===== src/rtl/mutate_apply.sv =====
// Mutation engine: turns one parent gene into OFFSPRING children by random bit flips.
// Build option MUTATE_APPLY_ELITE_EN: the first child of each batch is an exact parent copy.
module mutate_apply #(
   parameter int GENE_BIT  = 80,
   parameter int POS_BIT   = 7,
   parameter int OFFSPRING = 16,
   parameter int FLIP_BIT  = 4
) (
   input  logic                CLOCK_50,
   input  logic                reset,
   input  logic                maskReady,
   input  logic                start,
   input  logic [GENE_BIT-1:0] parentGene,
   input  logic [POS_BIT-1:0]  randomPos,
   input  logic [FLIP_BIT-1:0] flipCount,
   input  logic                childAccept,
   output logic                maskUsed,
   output logic [GENE_BIT-1:0] childGene,
   output logic [FLIP_BIT-1:0] childIndex,
   output logic                childValid,
   output logic                busy,
   output logic                done
);

   typedef enum logic [2:0] {
      IDLE,
      LOAD,
      FLIP,
      EMIT,
      DONE
   } state_t;

   localparam logic [FLIP_BIT-1:0] LAST_IDX =
      FLIP_BIT'(OFFSPRING - 1);

   state_t              state;
   logic [GENE_BIT-1:0] parent_q;
   logic [FLIP_BIT-1:0] flip_cnt_q;
   logic [FLIP_BIT-1:0] flips;
   logic [POS_BIT-1:0]  pos;
   logic [GENE_BIT-1:0] flip_mask;

   // Out-of-range positions fold back into the gene by dividing by 3.
   always_comb begin
      pos = randomPos;
      if (32'(randomPos) >= GENE_BIT)
         pos = randomPos / POS_BIT'(3);
   end

   assign flip_mask = GENE_BIT'(1) << pos;

   always_ff @(posedge CLOCK_50) begin
      if (reset) begin
         state      <= IDLE;
         parent_q   <= '0;
         flip_cnt_q <= '0;
         flips      <= '0;
         maskUsed   <= 1'b0;
         childGene  <= '0;
         childIndex <= '0;
         childValid <= 1'b0;
         busy       <= 1'b0;
         done       <= 1'b0;
      end else begin
         maskUsed <= 1'b0;
         done     <= 1'b0;
         unique case (state)
            IDLE: begin
               if (start && maskReady) begin
                  parent_q   <= parentGene;
                  flip_cnt_q <= flipCount;
                  childIndex <= LAST_IDX;
                  maskUsed   <= 1'b1;
                  busy       <= 1'b1;
                  state      <= LOAD;
               end
            end
            LOAD: begin
               childGene <= parent_q;
               flips     <= '0;
`ifdef MUTATE_APPLY_ELITE_EN
               state <= (childIndex == LAST_IDX) ?
                        EMIT : FLIP;
`else
               state <= FLIP;
`endif
            end
            FLIP: begin
               if (flips < flip_cnt_q) begin
                  childGene <= childGene ^ flip_mask;
                  flips     <= flips + 1'b1;
               end else begin
                  state <= EMIT;
               end
            end
            // First EMIT cycle raises valid; accept is only honoured after that.
            EMIT: begin
               if (!childValid) begin
                  childValid <= 1'b1;
               end else if (childAccept) begin
                  childValid <= 1'b0;
                  if (childIndex == '0) begin
                     done  <= 1'b1;
                     state <= DONE;
                  end else begin
                     childIndex <= childIndex - 1'b1;
                     state      <= LOAD;
                  end
               end
            end
            DONE: begin
               busy  <= 1'b0;
               state <= IDLE;
            end
            default: state <= IDLE;
         endcase
      end
   end

endmodule

===== config.mk =====
export PLATFORM = sky130hd
export DESIGN_NAME = mutate_apply
export DESIGN_NICKNAME = d
export VERILOG_FILES = /design/src/rtl/mutate_apply.sv
export SDC_FILE = /design/constraint.sdc
export NUM_CORES = 1
export LEC_CHECK = 0
export CAP_MARGIN = 40
export CORE_MARGIN = 8
export CORE_UTILIZATION = 34
export CTS_CLUSTER_DIAMETER = 80
export DETAILED_ROUTE_END_ITERATION = 12
export PLACE_DENSITY = 0.57
export SYNTH_ARGS = -nofsm -noshare
export SYNTH_HDL_FRONTEND = slang
export SYNTH_SLANG_ARGS = --single-unit

===== constraint.sdc =====
create_clock -name CLOCK_50 -period 7.3 [get_ports CLOCK_50]
set_clock_uncertainty 0.2 [all_clocks]
set_input_delay 1.46 -clock CLOCK_50 [delete_from_list [all_inputs] [get_ports CLOCK_50]]
set_output_delay 1.46 -clock CLOCK_50 [all_outputs]
set_load 0.1 [all_outputs]

# [Word level (Yosys, flattened, before mapping)]
# Cells that the tools add are included.
[op_classes] n_shift=1 n_eq_ne=10 bitwise_logic=5 div_mod_pow=1 n_lt_le_gt_ge=2 n_addsub=2 n_mux=22 n_reduce_logical=13
[ops] cell="case mux 80 bit (2 select lines)" count=1
[ops] cell="2-to-1 mux 80 bit" count=1
[ops] cell="left shift 1 x 7 -> 80 bit, first input constant" count=1
[ops] cell="XOR 80 bit" count=1
[ops] cell="2-to-1 mux 4 bit" count=5
[ops] cell="case mux 4 bit (2 select lines)" count=2
[ops] cell="2-to-1 mux 3 bit" count=5
[ops] cell="inequality test 2 bit, second input constant" count=6
[ops] cell="case mux 3 bit (4 select lines)" count=1
[ops] cell="divider 7 x 2 -> 7 bit, second input constant" count=1
[ops] cell=">= comparator 7 bit, second input constant" count=1
[ops] cell="2-to-1 mux 7 bit" count=1
[ops] cell="equality test 3 x 2 -> 1 bit, second input constant" count=2
[ops] cell="AND reduction 2 bit" count=3
[ops] cell="nonzero test 2 bit" count=3
[ops] cell="2-to-1 mux 1 bit" count=5
[ops] cell="AND reduction 5 bit" count=1
[ops] cell="adder 4 x 1 -> 4 bit, second input constant" count=1
[ops] cell="logical NOT 4 bit" count=1
[ops] cell="less-than comparator 4 bit" count=1
[ops] cell="inverter 1 bit" count=4
[ops] cell="AND reduction 4 bit" count=1
[ops] cell="OR reduction 4 bit" count=1
[ops] cell="subtractor 4 x 1 -> 4 bit, second input constant" count=1
[ops] cell="6 further kinds" count=6
[word_totals] wordCells=66 output_inout_bits=88 register_bits=179

# [Depth between registers and ports, before layout]
[depth] word_depth=6 ltp_mapped=14

# [Least setup slack after synthesis]
# No wires, ideal clock.
[synth_path] kind="input-to-reg" startpoint="in randomPos[6]" endpoint="reg childGene[22]" t_required_ps=6939 arrival_time_ps=3846 setup_slack_ps=3093 setup_ps=161 stages=13 path_cell_list="buf_4 -> nor3b_1 -> nor3_1 -> a211oi_1 -> ha_1 -> a21o_1 -> a311oi_1 -> o211ai_2 -> o211ai_4 -> buf_6 -> buf_2 -> a311o_1 -> o31ai_1"
[synth_via] elab_chain_cells=6 word_cells_on_any_way=7 cone_classes="div (1); order compare (1); shift (1); mux (3); bitwise (1)"
[synth_rtl] element="from (decl)" line_no="14" text="input logic [POS_BIT-1:0] randomPos,"
[synth_rtl] element="divider 7 x 2 -> 7 bit or >= comparator 7 bit (tied branches)" line_no="47, 46"
[synth_rtl] element="2-to-1 mux 7 bit (*)" line_no="46" text="if (32'(randomPos) >= GENE_BIT)"
[synth_rtl] element="left shift 1 x 7 -> 80 bit (*)" line_no="50" text="assign flip_mask = GENE_BIT'(1) << pos;"
[synth_rtl] element="XOR 80 bit (*)" line_no="90" text="childGene <= childGene ^ flip_mask;"
[synth_rtl] element="2-to-1 mux 80 bit (*)" line_no="89" text="if (flips < flip_cnt_q) begin"
[synth_rtl] element="case mux 80 bit (2 select lines) (*)" line_no="67" text="unique case (state)"
[synth_rtl] element="to (signal assigned)" line_no="79" text="childGene <= parent_q;"
[synth_rtl] element="to (signal assigned)" line_no="90"
[synth_rtl] element="to (decl)" line_no="18" text="output logic [GENE_BIT-1:0] childGene,"
# Every way passes the cells marked *; elsewhere a longest branch is shown, timed or not. The select of a mux whose other input is x is not followed.
# A chain may end at the register's enable or synchronous reset.

# [Worst setup path after layout]
[layout_path] startpoint="in randomPos[5]" endpoint="reg childGene[43]"
# Same word-level chain as after synthesis.

==> impl_metrics.py <==
metrics = {
    "worst_setup_path": {
        "max_stage_delay_ns": 0.81,
        "cp.arrival_ns": 5.54,
        "crit_start": "randomPos[5]",
        "crit_path_end_kind": "register",
        "rr_endpoint": "childGene[39]",
        "regToRegSetupSlack_ns": 3.79,
        "path_buf_inv": 3,
        "critPathLaunchType": "primary input",
        "r2r_start": "state[2]",
        "crit_end": "childGene[43]",
        "worst-path-stages": 13,
        "crit_type": "primary input to register",
        "crit_slowest_cell": "clkdlybuf4s50_1",
        "crit_chain": "clkdlybuf4s50_1, buf_4, nor3b_1, nor3_1, a211oi_1, ha_1, a21o_1, a311oi_1, o211ai_2, o211ai_4, buf_4, or3_1, o32ai_1",
        "ff2ff_path_depth": 7,
        "crit_top_cell": "buf_4",
        "path_delay_family": "buffers and inverters",
        "crit_fanout": 29,
        "cp.required_ns": 7.38,
    },
    "routing": {
        "wire_per_inst_um": 20.0,
        "first_pass_iters": 6,
        "viasPerCell": 5.59,
        "drt_iter0_drc": 984,
        "ant_nets": 0,
        "drc": 0,
        "num_vias": 10100,
        "routed_wl_um": 36000,
    },
    "floorplan": {
        "die_h_um": 182,
        "core_area_um2": 27600,
        "fp.dieArea_um2": 33300,
        "start_util": 0.342,
        "num_io_pins": 184,
        "rows": 61,
        "die_w_um": 182,
    },
    "flow_run": {
        "drv_cap": 0,
    },
    "power": {
        "seqPwrFrac": 0.394,
        "p_clk_frac": 0.346,
        "total_power_mw": 2.71,
        "switchingPower_mw": 0.924,
        "combPwrFrac": 0.260,
        "pwr_density_cell_nw_per_um2": 195,
        "ir_drop_mv": 0.145,
        "internal-power_mw": 1.79,
        "sw_frac_of_total": 0.340,
        "p_leak_nw": 4.86,
    },
    "sta": {
        "final_max_slew_viol_count": 0,
        "period_share": 0.747,
        "setup_tns_ns": 0,
        "worst_pin_slew_ns": 0.885,
        "hold_slack_ns": 0.251,
        "setup_violations": 0,
        "max_freq_mhz": 183,
        "min_period_ns": 5.45,
        "slew_headroom": 0.408,
        "rsz0062_at_grt": "no",
        "finalHoldViolCount": 0,
    },
    "outcome": {
        "status": "finished clean",
    },
    "clock_network": {
        "cts_setup_buffers": 0,
        "post_cts_resize_count": 0,
        "ctsHoldBuffers": 0,
        "clk_latency_ns": 0.43,
        "ctsHtreeMaxLevel": 4,
        "cts_buffers": 17,
        "clkSinkCount": 179,
        "cts_tree": "yes",
        "clk_pin_slew_ns": 0.07,
        "cts_buffer_depth": 2,
        "cts_root_buffer": "clkbuf_16",
    },
    "global_routing": {
        "grt_usage": 0.210,
        "grt_pass1_vias": 9709,
        "grt_pass1_wl_um": 55700,
        "antenna_found_initial": 0,
        "grt_remaining_overflow": 0,
        "grt_max_degree": 85,
    },
    "yosys": {
        "async_flop_share": 0,
        "ys_seq_elements": 179,
        "syn_inst": 1216,
        "synth_nets": 1318,
        "synth_top_cell_by_area": "dfxtp_1",
        "synth_enable_flop_cells": 0,
        "syn_area_um2": 9420,
        "yosys-top-cells-area": "dfxtp_1, nand2_1, a21oi_1",
        "synth_cell_type_count": 68,
        "ys_seq_area_frac": 0.380,
        "synth_top_area_frac": 0.380,
        "syn_avg_cell_area_um2": 7.75,
        "yosysWarnings": 0,
        "synth_ff_type": "dfxtp_1",
    },
    "final_layout": {
        "drive_gt1_frac": 0.132,
        "final_common_cell": "nand2_1",
        "nNetsFinal": 1512,
        "final_cell_mix": "nand2_1, clkdlybuf4s50_1, dfxtp_1",
        "n_antenna_cell": 0,
        "area_delta_synth_final_pct": 47.5,
    },
    "place": {
        "port-buffer-count": 183,
        "dp_hpwl_um": 25100,
        "gp_congestion": 0.896,
    },
    "hold_path": {
        "hp-class": "register to register",
    },
}
## Yosys cell counts (10+ instances only)
| library cell | count |
|---|---|
| buf_2 | 15 |
| a311oi_1 | 18 |
| a21oi_1 | 137 |
| clkbuf_1 | 87 |
| a21o_1 | 12 |
| a31o_2 | 19 |
| o21ai_0 | 10 |
| or4_1 | 20 |
| o311ai_0 | 20 |
| nor2_1 | 56 |
| nand2_1 | 260 |
| nand3_1 | 16 |
| dfxtp_1 | 179 |
| o22ai_1 | 10 |
| nor3_1 | 26 |
| nand2b_1 | 11 |
| nor3b_1 | 15 |
| or3_1 | 10 |
| o211ai_1 | 13 |
| and3_1 | 55 |
| a31oi_1 | 57 |
## flip-flops by register name (all words and copies together), names as in the netlist
name and flops:
flip_cnt_q 4, done 1, childGene 80, maskUsed 1, flips 4, state 3
childValid 1, busy 1, childIndex 4, parent_q 80
## cell type report
cell class | instances | area (µm²)
fillers | 2562 | 13700
multi-input cells | 909 | 5260
inverters | 8 | 30.0
flip-flops and latches | 179 | 3580
clock buffers | 18 | 439
well taps | 378 | 473
clock inverters | 13 | 149
repair buffers | 295 | 3960
## power groups by stage
stage	Clock [mW]	Sequential, mW	Combinational [mW]
finish	0.938	1.07	0.706
global route	0.992	1.08	0.750
CTS	0.951	1.07	0.705
detailed placement	0	1.09	0.703
global placement	0	1.09	0.613
floorplan	0	1.22	0.289
## per-stage QoR
stage	setup slack [ns]	area, µm²	cells	util
global route	1.47	13900	1800	0.504
detailed placement	1.49	13300	1769	0.483
finish	1.85	13900	1800	0.504
global placement	1.59	11300	1679	0.412
CTS	1.92	13900	1800	0.504
floorplan	3.09	9420	1216	-
## per-layer routing
| metal | GRT usage | part of all wire | wire [µm] |
|---|---|---|---|
| met1 | 0.290 | 0.46 | 16500 |
| met4 | 0.0489 | 0.013 | 484 |
| met2 | 0.335 | 0.46 | 16700 |
| met3 | 0.0364 | 0.063 | 2250 |
| met5 | 0 | 0 | 0 |
## worst reg2reg max path: cells and delay by family (launching register included)
family,cells,cell delay [ns]
AOI/OAI and AO/OA,2,0.66
buffers and inverters,2,0.83
DFF,1,0.40
and+or+nand+nor,3,1.27
## kinds of logic after synthesis
group / share of synthesized area
adder cells (fa/ha/maj): 0.0101
XOR/XNOR: 0.00836
flip-flops: 0.380
AO/OA/AOI/OAI: 0.261
AND/OR/NAND/NOR: 0.276
buffers and inverters: 0.0640
## worst min path at each step
| stage | from | to | slack [ns] | cells after the start |
|---|---|---|---|---|
| after floorplan | parent_q[14] | parent_q[14] | 0.23 | 2 |
| after global placement | parent_q[24] | parent_q[24] | 0.24 | 2 |
| after detailed placement | parent_q[24] | parent_q[24] | 0.24 | 2 |
| after CTS | parent_q[24] | parent_q[24] | 0.25 | 2 |
| after global routing | parent_q[60] | parent_q[60] | 0.27 | 2 |
| final | parent_q[21] | parent_q[21] | 0.25 | 2 |
No activity file was read; power rests on OpenSTA's default activity.
